<file path="config.mk">
export PLATFORM = sky130hd
export DESIGN_NAME = pwm_gen
export DESIGN_NICKNAME = d
export VERILOG_FILES = /design/src/rtl/pwm_gen.sv
export SDC_FILE = /design/constraint.sdc
export NUM_CORES = 1
export LEC_CHECK = 0
export ABC_AREA = 1
export CAP_MARGIN = 20
export CORE_MARGIN = 5
export CORE_UTILIZATION = 49
export DETAILED_ROUTE_END_ITERATION = 8
export GPL_TIMING_DRIVEN = 0
export HOLD_SLACK_MARGIN = 0.12
export PLACE_DENSITY = 0.83
export SYNTH_ARGS = -nofsm -noshare
export SYNTH_HDL_FRONTEND = slang
export SYNTH_SLANG_ARGS = --single-unit
</file>
<file path="constraint.sdc">
create_clock -name clk -period 2.28 [get_ports clk]
set_input_delay 0.228 -clock clk [delete_from_list [all_inputs] [get_ports clk]]
set_output_delay 0.228 -clock clk [all_outputs]
set_load 0.05 [all_outputs]
</file>
<file path="src/rtl/pwm_gen.sv">
// PWM generator driven by an external free-running 8-bit counter, with a
// double-buffered duty register. Optional dead time is compiled in with PWM_DEADTIME_EN.
module pwm_gen #(
    parameter logic [7:0]  INIT_DUTY = 8'h80,
    parameter int unsigned DEAD      = 4
) (
    input  logic       clk,
    input  logic       res,
    input  logic [7:0] cnt,
    input  logic [7:0] duty_in,
    input  logic       duty_valid,
    output logic       duty_ready,
    output logic       pwm_h,
    output logic       pwm_l,
    output logic       period_start
);

    // DEAD is range-checked in every build so toggling the macro never breaks elaboration
    if (DEAD == 0 || DEAD > 15) begin : g_dead_range
        $error("pwm_gen: DEAD must be in 1..15");
    end

    typedef enum logic {
        IDLE = 1'b0,
        RUN  = 1'b1
    } mode_t;

    mode_t      mode;
    logic       armed;
    logic       armed_next;
    logic       st;
    logic       hs;
    logic [7:0] cnt_q;
    logic       pend_full;
    logic [7:0] pend_duty;
    logic [7:0] act_duty;
    logic [7:0] eff;
    logic       pwm_next;
    logic       pwm_q;

    function automatic logic pwm_cmp(input logic en, input logic [7:0] c, input logic [7:0] d);
        return en && (c < d);
    endfunction

    assign armed      = (mode == RUN);
    assign duty_ready = !pend_full;

    always_comb begin
        st         = (cnt == 8'h00) && ((cnt_q == 8'hFF) || !armed);
        armed_next = armed || st;
        hs         = duty_valid && !pend_full;
        eff        = (st && pend_full) ? pend_duty : act_duty;
        pwm_next   = pwm_cmp(armed_next, cnt, eff);
    end

    // p0 -> p1: mode, duty buffering and registered compare
    always_ff @(posedge clk or negedge res) begin
        if (!res) begin
            mode         <= IDLE;
            cnt_q        <= 8'h00;
            pend_full    <= 1'b0;
            act_duty     <= INIT_DUTY;
            pwm_q        <= 1'b0;
            period_start <= 1'b0;
        end else begin
            cnt_q        <= cnt;
            pwm_q        <= pwm_next;
            period_start <= st;
            case (mode)
                IDLE:    if (st) mode <= RUN;
                RUN:     mode <= RUN;
                default: mode <= IDLE;
            endcase
            if (st && pend_full) begin
                act_duty  <= pend_duty;
                pend_full <= 1'b0;
            end
            // a handshake can only occur with the slot empty, so it never races the consume above
            if (hs) begin
                pend_full <= 1'b1;
            end
        end
    end

    always_ff @(posedge clk) begin
        if (hs) begin
            pend_duty <= duty_in;
        end
    end

`ifdef PWM_DEADTIME_EN
    localparam logic [3:0] DEAD_LD = 4'(DEAD);

    logic [3:0] dc;

    // p1: dead-time counter restarts on every compare change, including one mid dead time
    always_ff @(posedge clk or negedge res) begin
        if (!res) begin
            dc <= 4'd0;
        end else if (pwm_next != pwm_q) begin
            dc <= DEAD_LD;
        end else if (dc != 4'd0) begin
            dc <= dc - 4'd1;
        end
    end

    assign pwm_h = pwm_q && (dc == 4'd0);
    assign pwm_l = !pwm_q && armed && (dc == 4'd0);
`else
    assign pwm_h = pwm_q;
    assign pwm_l = !pwm_q && armed;
`endif

endmodule

</file>
==> flow_summary.yaml <==
sta:
  period_share: 0.8877
  finalSetupViolCount: 0
  tightest_slew_ns: 0.8316
  hold_viol_final: 0
  rsz0062_at_grt: "no"
  slew_headroom: 0.4439
  skew_ns: 0.005319
  min_period_ns: 2.024
  maxSlewViolCount: 0
  setup_tns_ns: 0
  holdWs_ns: 0.3662
  max_freq_ghz: 0.4941
synth:
  muxShareOfSynthArea: 0
  synth.top_cell.area_share: 0.4060
  netlist_area_mm2: 0.001171
  yosysTopAreaCell: "dfrtp_1"
  ys_ff_latch: 28
  synth_nets: 138
  synthTopCellsByArea: "dfrtp_1 41%, edfxtp_1 21%, inv_1 7.7%, nand2_1 7.7%, ha_1 7.5%"
  ys_types: 18
  synth_top_family_by_area: "simple AND/OR/NAND/NOR gates"
  ys_seq_area_frac: 0.6335
  synthAdderAreaFrac: 0.07479
  postSynthCellCount: 112
  synth_warnings: 0
  syn_avg_cell_area_um2: 10.46
  synth-compound-area-share: 0.07158
  synthSimpleGateAreaFrac: 0.1389
  synth_xor_area_frac: 0
clock_tree:
  postCtsSetupRepairBufs: 0
  clock_latency_ns: 0.32
  cts.path.max_buffers: 2
  cts_root_buf: "clkbuf_4"
  h-tree-depth: 1
  cts_tree: "yes"
  ctsHoldBuffers: 0
  numCtsBuffers: 3
  clkSlewWorstSetupHoldPaths_ns: 0.14
  ctsResizeCount: 0
  cts_sinks: 28
setup_path:
  worstPathRequired_ns: 2.54
  cp_cell_sequence: "clkdlybuf4s50_1 > nor2_1 > nand2_1 > nor2_4 > nand3_2 > buf_2 > nand2_1 > o21ai_0 > inv_1 > ha_1 > a21oi_1 > o211ai_1 > a21oi_2"
  crit_fanout: 10
  crit_cells: 13
  path_class: "input port to flip-flop"
  slowest_stage: "clkdlybuf4s50_1"
  cp_top_family: "buffers and inverters"
  ff2ff_path_depth: 13
  arrival_ns: 2.28
  cp_slowest_stage_delay_ns: 0.46
  crit_path_end_kind: "flip-flop"
  cp_num_buf_inv: 3
  start_kind: "input port"
  crit_path_frequent_cell: "nand2_1"
global_route:
  grt_pass1_wl_um: 2960
  antenna_found_initial: 0
  grt_util_all_layers: 0.1156
  grt-ovfl-total: 0
  grt_max_degree: 21
  grt_pass1_vias: 757
floorplan:
  die_y_um: 58.89
  io_pins: 23
  chipWidth_um: 58.89
  start_util: 0.5194
  dieArea_mm2: 0.003468
  core_area_mm2: 0.002255
  num_rows: 17
pwr:
  p_per_area_mw_per_mm2: 550.6
  leakagePower_nw: 0.6686
  ir_drop_v: 0.0003760
detailed_routing:
  top_layer: "met4"
  route.detailed.wl_per_inst_um: 10.77
  met3_length_um: 96
  wirelength_um: 1788
  drt-initial-drc-count: 7
  wl_met2_um: 984
  drc: 0
  num_vias: 775
  firstDrtPassIters: 4
  ant_nets: 0
  via_per_inst: 4.669
  wirelength_met1_um: 661
flow_run:
  cap_violations: 0
cells_and_area:
  diodes: 0
  area_growth_pct: 24.04
  fillers: 193
  layout.nets: 165
  drive_above_1_share: 0.07246
  design_area_mm2: 0.001453
  final_cell_mix: "24 x nand2_1, 24 x inv_1, 22 x clkdlybuf4s50_1"
place:
  dpl_cell_area_mm2: 0.001426
  dp_hpwl_um: 1485
  place.port_buffers: 22
  gp_congestion: 0.7865
run_status:
  status: "completed"
min_path:
  worstHoldPathType: "input port to asynchronous set/reset pin"
-- cells in the mapped netlist --
library cell / count
and2_1: 1
nor2_1: 9
nand2_1: 24
o211ai_1: 1
nand4_1: 1
nor2_4: 1
nand3_2: 1
inv_1: 24
o21ai_0: 7
dfstp_2: 1
ha_1: 7
a21oi_1: 3
edfxtp_1: 8
dfrtp_1: 19
o21ai_2: 2
buf_2: 1
a21oi_2: 1
nand3_1: 1
-- per-stage QoR --
stage | utilization | std cells | setup WS [ns] | total power (W)
3_3_place_gp | 0.6326 | 162 | -0.004188 | 0.0006061
3_5_place_dp | 0.6326 | 162 | -0.1134 | 0.0006102
2_1_floorplan | - | 112 | 0.5508 | 0.0005603
5_1_grt | 0.6443 | 166 | 0.06974 | 0.0008311
6_report | 0.6443 | 166 | 0.2560 | 0.0007998
4_1_cts | 0.6443 | 166 | 0.2251 | 0.0008035
-- routing by layer --
| layer | track usage | vias to the layer above |
|---|---|---|
| met5 | 0 | - |
| met4 | 0.07443 | 0 |
| met2 | 0.2177 | 17 |
| met3 | 0.02851 | 5 |
| met1 | 0.1086 | 354 |
| li1 | - | 399 |
-- worst register-to-register path: cells and delay by family (launching register included) --
| family | cells | cell delay [ns] |
|---|---|---|
| and+or+nand+nor | 7 | 0.53 |
| AOI/OAI and AO/OA | 3 | 0.38 |
| buffers and inverters | 2 | 0.31 |
| adders and majority gates | 1 | 0.30 |
| DFF | 1 | 0.39 |
-- kinds of logic (layout without fill, tap and decap cells) --
| kind of cell | count (synthesis) | in the layout |
|---|---|---|
| AOI/OAI and AO/OA | 14 | 14 |
| adders and majority gates | 7 | 7 |
| buffers and inverters | 25 | 51 |
| DFF | 28 | 28 |
| and+or+nand+nor | 38 | 38 |
-- where the power goes --
part           switching [W]  internal [W]  leakage [nW]
combinational      0.0000337     0.0000389         0.360
clock               0.000132     0.0000685        0.0150
sequential        0.00000218      0.000524         0.294
total               0.000168      0.000632         0.669
-- final timing paths --
path	startpoint	endpoint	slack [ns]
max	cnt[4]	pwm_h	0.26
min	res	act_duty[4]	0.37
max reg2reg	cnt_q[1]	pwm_h	0.30
min reg2reg	pend_duty[6]	act_duty[6]	0.50
max in group asynchronous	res	period_start	1.40
min in group clk	cnt[5]	cnt_q[5]	0.39
-- sequential cells by signal, indices dropped and copies added, names as in the netlist --
register,flops
armed,1
pend_full,1
cnt_q,8
pend_duty,8
act_duty,8
pwm_h,1
period_start,1
-- final cells by class --
class	count	area [um2]	area share
inverter	24	90.09	0.06202
multi-input combinational	59	334.1	0.2300
buffer	1	5.005	0.003445
clock buffer	4	26.28	0.01809
tap	28	35.03	0.02412
timing repair buffer	22	220.2	0.1516
sequential	28	742.0	0.5108
Note: power is estimated with default switching activity, not from simulation.
